File: src/rtl/mem_stage_lsu.sv
// MEM-stage load/store unit: word-indexed DataMemory access, load extension, SB/SH via read-modify-write.
// Optional build macro MISALIGN_TRAP_EN: trap misaligned LH/LHU/LW/SW instead of ignoring low address bits.
module mem_stage_lsu #(
  parameter int DEPTH = 2046,
  parameter int XLEN  = 32
) (
  input  logic            clk,
  input  logic            rst_n,
  input  logic            valid_i,
  input  logic            is_load_i,
  input  logic            is_store_i,
  input  logic [2:0]      funct3_i,
  input  logic [XLEN-1:0] addr_i,
  input  logic [XLEN-1:0] wdata_i,
  input  logic [4:0]      rd_i,
  input  logic            flush_i,
  output logic            stall_o,
  output logic [XLEN-1:0] mem_raddr_o,
  output logic            mem_re_o,
  input  logic [XLEN-1:0] mem_rdata_i,
  output logic [XLEN-1:0] mem_waddr_o,
  output logic [XLEN-1:0] mem_wdata_o,
  output logic            mem_we_o,
  output logic            wb_valid_o,
  output logic [4:0]      wb_rd_o,
  output logic [XLEN-1:0] wb_data_o,
  output logic            err_o,
  output logic            misalign_o
);

  localparam logic [XLEN-1:0] DepthW = XLEN'(DEPTH);

  typedef enum logic {IDLE, RMW_WR} state_t;

  state_t          state_q, state_d;
  logic [XLEN-1:0] rmwAddr_q, rmwAddr_d;
  logic [XLEN-1:0] rmwData_q, rmwData_d;
  logic [XLEN-1:0] wbData_q, wbData_d;
  logic [4:0]      wbRd_q, wbRd_d;
  logic            wbValid_q, wbValid_d;
  logic            err_q, err_d;
  logic            misalign_q, misalign_d;

  logic [XLEN-1:0] wordIdx;
  logic [XLEN-1:0] loadData;
  logic [XLEN-1:0] mergedWord;
  logic [7:0]      byteLane;
  logic [15:0]     halfLane;
  logic            isByte, isHalf, isWord, sizeOk;
  logic            inRange, misaligned, memOp, accept;

  assign wordIdx  = {2'b00, addr_i[XLEN-1:2]};
  assign isByte   = (funct3_i[1:0] == 2'b00);
  assign isHalf   = (funct3_i[1:0] == 2'b01);
  assign isWord   = (funct3_i[1:0] == 2'b10);
  assign sizeOk   = isByte | isHalf | isWord;
  assign inRange  = (wordIdx < DepthW);
  assign byteLane = mem_rdata_i[{addr_i[1:0], 3'b000} +: 8];
  assign halfLane = mem_rdata_i[{addr_i[1], 4'b0000} +: 16];

`ifdef MISALIGN_TRAP_EN
  assign misaligned = (is_load_i & isHalf & addr_i[0]) | (isWord & (addr_i[1:0] != 2'b00));
`else
  assign misaligned = 1'b0;
`endif

  // An op is taken only in IDLE; reset and flush kill every side effect of the cycle.
  assign memOp  = rst_n & valid_i & ~flush_i & (state_q == IDLE) & sizeOk & (is_load_i | is_store_i);
  assign accept = memOp & ~misaligned;

  always_comb begin
    loadData = '0;
    if (inRange) begin
      if (isByte)
        loadData = funct3_i[2] ? {{(XLEN-8){1'b0}}, byteLane} : {{(XLEN-8){byteLane[7]}}, byteLane};
      else if (isHalf)
        loadData = funct3_i[2] ? {{(XLEN-16){1'b0}}, halfLane} : {{(XLEN-16){halfLane[15]}}, halfLane};
      else
        loadData = mem_rdata_i;
    end
  end

  // Old word with the addressed byte/half lane replaced by the store data.
  always_comb begin
    mergedWord = mem_rdata_i;
    if (isByte)
      mergedWord[{addr_i[1:0], 3'b000} +: 8] = wdata_i[7:0];
    else
      mergedWord[{addr_i[1], 4'b0000} +: 16] = wdata_i[15:0];
  end

  always_comb begin
    state_d     = state_q;
    rmwAddr_d   = rmwAddr_q;
    rmwData_d   = rmwData_q;
    wbValid_d   = 1'b0;
    wbRd_d      = '0;
    wbData_d    = '0;
    err_d       = 1'b0;
    misalign_d  = memOp & misaligned;
    stall_o     = 1'b0;
    mem_re_o    = 1'b0;
    mem_we_o    = 1'b0;
    mem_raddr_o = wordIdx;
    mem_waddr_o = wordIdx;
    mem_wdata_o = wdata_i;
    case (state_q)
      IDLE: begin
        if (accept && is_load_i) begin
          mem_re_o  = inRange;
          wbValid_d = 1'b1;
          wbRd_d    = rd_i;
          wbData_d  = loadData;
          err_d     = ~inRange;
        end else if (accept && is_store_i) begin
          err_d = ~inRange;
          if (inRange && isWord) begin
            mem_we_o = 1'b1;
          end else if (inRange) begin
            mem_re_o  = 1'b1;
            stall_o   = 1'b1;
            rmwAddr_d = wordIdx;
            rmwData_d = mergedWord;
            state_d   = RMW_WR;
          end
        end
      end
      RMW_WR: begin
        mem_waddr_o = rmwAddr_q;
        mem_wdata_o = rmwData_q;
        mem_we_o    = rst_n & ~flush_i;
        state_d     = IDLE;
      end
      default: state_d = IDLE;
    endcase
  end

  always_ff @(posedge clk) begin
    if (!rst_n) begin
      state_q    <= IDLE;
      rmwAddr_q  <= '0;
      rmwData_q  <= '0;
      wbValid_q  <= 1'b0;
      wbRd_q     <= '0;
      wbData_q   <= '0;
      err_q      <= 1'b0;
      misalign_q <= 1'b0;
    end else begin
      state_q    <= state_d;
      rmwAddr_q  <= rmwAddr_d;
      rmwData_q  <= rmwData_d;
      wbValid_q  <= wbValid_d;
      wbRd_q     <= wbRd_d;
      wbData_q   <= wbData_d;
      err_q      <= err_d;
      misalign_q <= misalign_d;
    end
  end

  assign wb_valid_o = wbValid_q;
  assign wb_rd_o    = wbRd_q;
  assign wb_data_o  = wbData_q;
  assign err_o      = err_q;
  assign misalign_o = misalign_q;

endmodule
File: config.mk
export PLATFORM = sky130hd
export DESIGN_NAME = mem_stage_lsu
export DESIGN_NICKNAME = d
export VERILOG_FILES = /design/src/rtl/mem_stage_lsu.sv
export SDC_FILE = /design/constraint.sdc
export NUM_CORES = 1
export LEC_CHECK = 0
export CAP_MARGIN = 20
export CORE_ASPECT_RATIO = 1.4
export CORE_UTILIZATION = 29
export CTS_CLUSTER_SIZE = 16
export DETAILED_ROUTE_END_ITERATION = 12
export SETUP_SLACK_MARGIN = 0.05
export SLEW_MARGIN = 20
export SYNTH_ARGS = -nofsm -noshare
export SYNTH_HDL_FRONTEND = slang
export SYNTH_SLANG_ARGS = --single-unit
File: constraint.sdc
create_clock -name clk -period 3.1 [get_ports clk]
set_input_delay 0.62 -clock clk [delete_from_list [all_inputs] [get_ports clk]]
set_output_delay 0.62 -clock clk [all_outputs]
set_load 0.05 [all_outputs]
==> results of run 1 <==
synthesized netlist by cell type, drive strengths merged (2+ instances only):
cell,count,area share (%)
a21boi,16,2.0
a21oi,18,1.5
a221o,16,2.6
a311oi,15,3.5
and2,5,0.51
and3,19,1.9
buf,57,6.5
clkbuf,35,2.2
dfxtp,102,33
ha,5,1.0
inv,15,1.0
mux2,55,10
mux2i,59,9.7
mux4,8,2.9
nand2,125,7.7
nand2b,2,0.20
nand3,17,1.4
nand3b,3,0.37
nand4,4,0.76
nand4b,16,2.3
nor2,11,0.72
nor3,2,0.33
nor3b,2,0.33
nor4,5,0.51
o21ai,26,2.1
o22ai,16,1.6
or3,5,0.51
worst paths after layout:
kind / start / end / cells after the start
max: addr_i[13] / mem_we_o / 6
min: rmwAddr_q[9]$_SDFFE_PN0P_ / rmwAddr_q[9]$_SDFFE_PN0P_ / 2
max reg2reg: state_q$_SDFF_PN0_ / rmwData_q[27]$_SDFFE_PN0P_ / 6
min reg2reg: rmwAddr_q[9]$_SDFFE_PN0P_ / rmwAddr_q[9]$_SDFFE_PN0P_ / 2
worst max-delay path, delay by kind of cell:
family	cells	cell delay, ps
AO/OA/AOI/OAI	1	280
buffers and inverters	2	650
AND/OR/NAND/NOR	3	760
layer usage:
layer | wire, µm | global-route usage, %
met2 | 11160 | 35.11
met1 | 8749 | 22.58
met5 | 0 | 0
met3 | 1099 | 3.549
met4 | 371 | 6.124
report_power, final:
group          total, mW  leakage, nW  internal (mW)  switching [mW]
Combinational      0.898         2.50          0.365           0.533
Sequential          1.31        0.822           1.31        0.000474
Clock               1.21        0.152          0.677           0.534
Total               3.42         3.47           2.35            1.07
flip-flops by register name, indices dropped and copies added, names as in the netlist:
register / cells
err_o: 1
wb_valid_o: 1
rmwData_q: 32
wb_data_o: 32
rmwAddr_q: 30
wb_rd_o: 5
state_q: 1
cell families after synthesis:
| group | share of synthesized area, % |
|---|---|
| AO/OA/AOI/OAI | 14.44 |
| adder cells (fa/ha/maj) | 1.024 |
| buffers and inverters | 9.625 |
| flip-flops | 33.42 |
| multiplexers | 22.75 |
| other | 0.06138 |
| AND/OR/NAND/NOR | 18.68 |
area by class of cell:
class / instances / area share [%]
multi-input cells: 466 / 39.23
well taps: 256 / 3.567
clock inverters: 4 / 0.5853
clock buffers: 11 / 2.829
flip-flops and latches: 102 / 22.78
repair buffers: 275 / 30.32
inverters: 15 / 0.6828
timing repair:
action,in CTS,in global routing
buffers inserted,0,1
endpoints found under the setup margin,1,9
pin swaps,0,1
gates resized for setup,2,1
through the flow:
| stage | setup TNS [ps] | worst slack [ps] | total power, mW | utilization [%] | hold WS [ps] |
|---|---|---|---|---|---|
| global placement | 0 | 43.71 | 2.237 | 41.98 | 439.1 |
| CTS | 0 | 59.08 | 3.459 | 43.55 | 462.1 |
| floorplan | 0 | 233.4 | 1.875 | - | 431.3 |
| detailed placement | -5.390 | -5.390 | 2.241 | 41.98 | 446.7 |
| finish | 0 | 165.8 | 3.419 | 43.68 | 461.3 |
| global route | 0 | 51.91 | 3.556 | 43.68 | 473.7 |
==> run_results.csv, run 1 <==
group,metric,value,unit
floorplan,die_x,124.7,µm
global_route,antenna_found_initial,0,
final_layout,fillerInstances,2002,
clock_network,clock-sinks,102,
power_and_ir_drop,vdd_drop_max,0.2171,mV
clock_network,cts-buffers-inserted,9,
global_route,grt_pass1_wl,32.77,mm
routing,dr.pass1.iters,4,
synthesis,synth_cells,671,
routing,viasPerCell,5.041,
timing,fin_skew,3.903,ps
synthesis,synth-seq-cells,102,
final_layout,drive_gt1_share,20.85,%
global_route,groute.usage.overall,19.30,%
critical_path,path_max_fanout,3,
global_route,grt_remaining_overflow,0,
floorplan,start_util,29.72,%
timing,setup_viol,0,
final_layout,layout_commonest_cell,"clkdlybuf4s50_1",
clock_network,cts_tree,"yes",
floorplan,design.portCount,249,
flow_run,cap_violations,0,
floorplan,die-area,0.02166,mm²
power_and_ir_drop,p_per_area,380.8,mW/mm²
placed_design,placed_area,0.008631,mm²
global_route,grt_pass1_vias,5649,
floorplan,placementRows,62,
synthesis,ys_async_sr_fraction,0,%
timing,tightest_slew,1000,ps
floorplan,core,0.02056,mm²
synthesis,synth.cell_area,0.006110,mm²
routing,ant_nets,0,
clock_network,clockBufferDepth,2,
critical_path,cp-end-kind,"output port",
critical_path,crit_type,"input port to output port",
synthesis,yosys_warnings,0,
clock_network,path_clk_slew,70,ps
placed_design,globalplace.congestion,0.7982,
power_and_ir_drop,leakagePower,3.474,nW
routing,drc_errors,0,
final_layout,final_nets,984,
timing,finalHoldViolCount,0,
critical_path,slowest_stage,"clkdlybuf4s50_1",
synthesis,yosysSeqAreaShare,33.42,%
critical_path,crit_required,2480,ps
placed_design,portBuffers,243,
floorplan,die_h,173.7,µm
worst_hold_path,min_path_type,"flop to flop",
synthesis,synth_edf_count,0,
run_status,status,"finished, final reports clean",
final_layout,stdcell_area,0.008979,mm²
final_layout,area.sequential,0.002046,mm²
clock_network,cts_max_level,3,
routing,routed-via-count,5691,
critical_path,cp-start-kind,"input port",
clock_network,clk_latency,350,ps
critical_path,cp_slowest_stage_delay,480,ps
final_layout,fin_cells,1129,
final_layout,diodes,0,
global_route,grt_start_max_net_pins,106,
timing,final.min_clock_period,2934,ps
timing,max_freq,340.8,MHz
final_layout,final_cell_mix,"clkdlybuf4s50_1, nand2_1, dfxtp_1",
timing,slew_violations,0,
synthesis,synthDistinctLibCells,49,
placed_design,hpwl,15.78,mm
timing,max-slew-margin-rel,33.31,%
routing,routed_wl,21.38,mm
final_layout,multi_input_area,0.003522,mm²
synthesis,avgSynthCellArea,9.105,µm²
synthesis,synth_ff_type,"dfxtp_1",
final_layout,syn2layout_area_growth,46.96,%
clock_network,cts.root.buffer_cell,"clkbuf_16",
critical_path,worstPathArrival,2310,ps
timing,fin_crit_sh,94.65,%
critical_path,ff2ff_setup_slack,1200,ps
routing,avgRoutedWirePerCell,18.93,µm
timing,rsz0062_at_grt,"false",
placed_design,placed_cells_incl_taps,1113,
routing,drtIter0Drc,373,
clock_network,cts_hold_buf,0,
critical_path,cp_cell_sequence,"clkdlybuf4s50_1 > nor4_2 > and4_1 > nand3_1 > o21ai_1 > buf_12",
Note: power is estimated with default switching activity, not from simulation.
==> run 2, diff against run 1 <==
SLEW_MARGIN = 15   (was 20)
==> results of run 2 <==
Same layout as run 1: the final DEF is identical, and so are final timing and power.
==> RTL edit (settings of run 1) <==
Reset style: asynchronous (`rst_n`), changed in one clocked block.
--- a/src/rtl/mem_stage_lsu.sv
+++ b/src/rtl/mem_stage_lsu.sv
@@ -135,7 +135,7 @@
     endcase
   end
 
-  always_ff @(posedge clk) begin
+  always_ff @(posedge clk or negedge rst_n) begin
     if (!rst_n) begin
       state_q    <= IDLE;
       rmwAddr_q  <= '0;
Check against the original RTL: differs if rst_n is asserted again (counterexample within 4 cycles, from zero or initial values and one cycle with rst_n low); with rst_n held inactive, the same outputs for 4 cycles.
==> RTL edit against run 1 <==
Routed wire length decreased by 8.7%; clock skew up 0.0014 ns; sequential cell count stayed put; highest routed layer unchanged; largest cell class unchanged; critical path depth rose by 1; critical endpoint is now mem_re_o; cell area fell by 1.4%; combinational power shrank 5.2%; worst setup slack worse by 0.043 ns; total power fell by 3.5%; largest power group unchanged; synthesized area down 3.0%.
==> RTL edit: results (changes against run 1) <==
| Metric | Value |
|---|---|
| Peak supply drop | `0.207 mV (-4.7%)` |
| First-pass GRT wire length | `29.6 mm (-9.8%)` |
| Clock tree buffer depth | `2 (unchanged)` |
| Routed vias | `4,963 (-13%)` |
| Diode count | `0 (unchanged)` |
| Layout net count | `843 (-14%)` |
| Final HPWL DP | `15.0 mm (-5.2%)` |
| IO buf count | `243 (unchanged)` |
| First-pass DRT Iterations | `5 (+1)` |
| WP data arrival | `2.36 ns (+0.05 ns)` |
| Global Route Usage Sum | `0.187 (-0.00641)` |
| 1st-iter DRT viols | `272 (-27%)` |
| Slew headroom | `0.554 (+0.221)` |
| Synthesis warning total | `0 (unchanged)` |
| Post-synthesis xor/xnor area fraction | `0 (unchanged)` |
| Status | `complete, no violations` |
| Placement Cell Area | `8490 um2 (-1.6%)` |
| Lkg Pwr | `3.86 nW (+11%)` |
| Clk_lat worst skew | `0.35 ns (about the same)` |
| CTS Root Cell | `clkbuf_16` |
| Final GP Congestion | `0.845 (+5.8%)` |
| Mux share of post-synthesis cell area | `0.261 (+0.0332)` |
| Critical path's slowest cell | `clkdlybuf4s50_1` |
| Met1 usage | `0.224 (-0.00210)` |
| Top cells by area, synth | `dfrtp_1, mux2_2, buf_4` |
| Worst Skew | `0.00526 ns (+0.00136 ns)` |
| Post-synth ARST share | `1.00 (+1.00)` |
| Final WL | `19.5 mm (-8.7%)` |
| Internal | `2.25 mW (-4.3%)` |
| Worst Tran Pin Value | `0.665 ns (-0.335 ns)` |
| Post-Synth Adder-Cell Area | `0.0106 (+0.000316)` |
| Synth Area in Compound Gates | `0.112 (-0.0327)` |
| Largest net degree at the start of global routing | `103 (-2.8%)` |
| Worst path max stage delay | `0.49 ns` |
| Initial antenna violation count | `0 (unchanged)` |
| Synth cell types | `50 (+2.0%)` |
| Sequential-to-total area share from yosys stat | `0.431 (+0.0964)` |
| Worst min path class | `input port to asynchronous set/reset pin` |
| Layout cells sized above 1 | `0.252 (+0.0439)` |
| Number of global-route vias before repair | `5,222 (-7.6%)` |
| Most frequent cells after synthesis | `dfrtp_1, mux2_2, buf_4` |
| # fillers | `1,856 (-7.3%)` |
| Max H-tree Level | `3 (unchanged)` |
| Clock transition at path regs | `0.07 ns (about the same)` |
| Most common flop cell mapped by yosys | `dfrtp_1` |
| Worst-path maximum fanout | `3 (unchanged)` |
| Grt met3 use | `0.0377 (+0.00217)` |
| GRT met2 Usage | `0.322 (-0.0294)` |
| CTS Buf Count | `9 (unchanged)` |
[RTL edit: cell types whose count changed after synthesis, moves of 17 or more]
| cell | before | now |
|---|---|---|
| nand2_1 | 125 | 33 |
| mux2_2 | 55 | 99 |
| mux2i_1 | 59 | 16 |
| dfrtp_1 | 0 | 102 |
| nor3_1 | 0 | 17 |
| and3_1 | 19 | 1 |
| dfxtp_1 | 102 | 0 |
| clkbuf_1 | 35 | 16 |
| and2_1 | 5 | 24 |
[RTL edit: metal layers]
metal	wire length [um]	vias up
met4	541	0
li1	-	2284
met1	7660	2457
met3	1240	33
met5	0	-
met2	10100	189
[RTL edit: path summary, 6_finish.rpt]
check                         startpoint             to  slack [ns]  cells past startpoint
setup / recovery              addr_i[18]       mem_re_o        0.12                      7
min in group clk           rmwAddr_q[11]  rmwAddr_q[11]        0.49                      1
hold / removal                     rst_n  wb_data_o[17]        0.42                      2
hold reg to reg            rmwAddr_q[11]  rmwAddr_q[11]        0.49                      1
setup reg to reg                 state_q  rmwAddr_q[17]        0.80                      8
max in group asynchronous          rst_n        state_q        2.27                      2
[RTL edit: what timing repair did]
action	in CTS	in global routing
endpoints found under the hold margin	0	0
pin swaps	0	4
gates resized for setup	4	10
endpoints found under the setup margin	3	38
setup buffers	0	0
[RTL edit: final cells by class]
type                       instances  area (um2)  area share
multi-input combinational        342        3020       0.341
timing repair buffer             266        2650       0.299
sequential                       102        2560       0.289
tap                              252         315      0.0356
clock buffer                      10         239      0.0270
clock inverter                     6        52.6     0.00593
inverter                           7        26.3     0.00297
[RTL edit: power groups by stage]
stage	Clock (mW)	Combinational (mW)	Sequential (mW)
final	1.12	0.851	1.33
after global routing	1.21	0.897	1.33
after CTS	1.15	0.852	1.33
after detailed placement	0	0.846	1.36
after global placement	0	0.838	1.36
after floorplan	0	0.479	1.36
[RTL edit: per-stage QoR]
stage | TNS (ns) | hold slack, ns | setup WS (ns) | std cells | util
floorplan | 0 | 0.324 | 0.182 | 522 | -
global placement | 0 | 0.467 | 0.00177 | 969 | 0.426
detailed placement | -0.0947 | 0.473 | -0.0473 | 969 | 0.426
CTS | 0 | 0.450 | 0.0526 | 985 | 0.442
global route | 0 | 0.462 | 0.0217 | 985 | 0.445
finish | 0 | 0.423 | 0.123 | 985 | 0.445
[RTL edit: critical path: cells and delay by family]
| kind | cells | cell delay [ns] |
|---|---|---|
| simple gates | 4 | 0.92 |
| buf+inv | 3 | 0.82 |
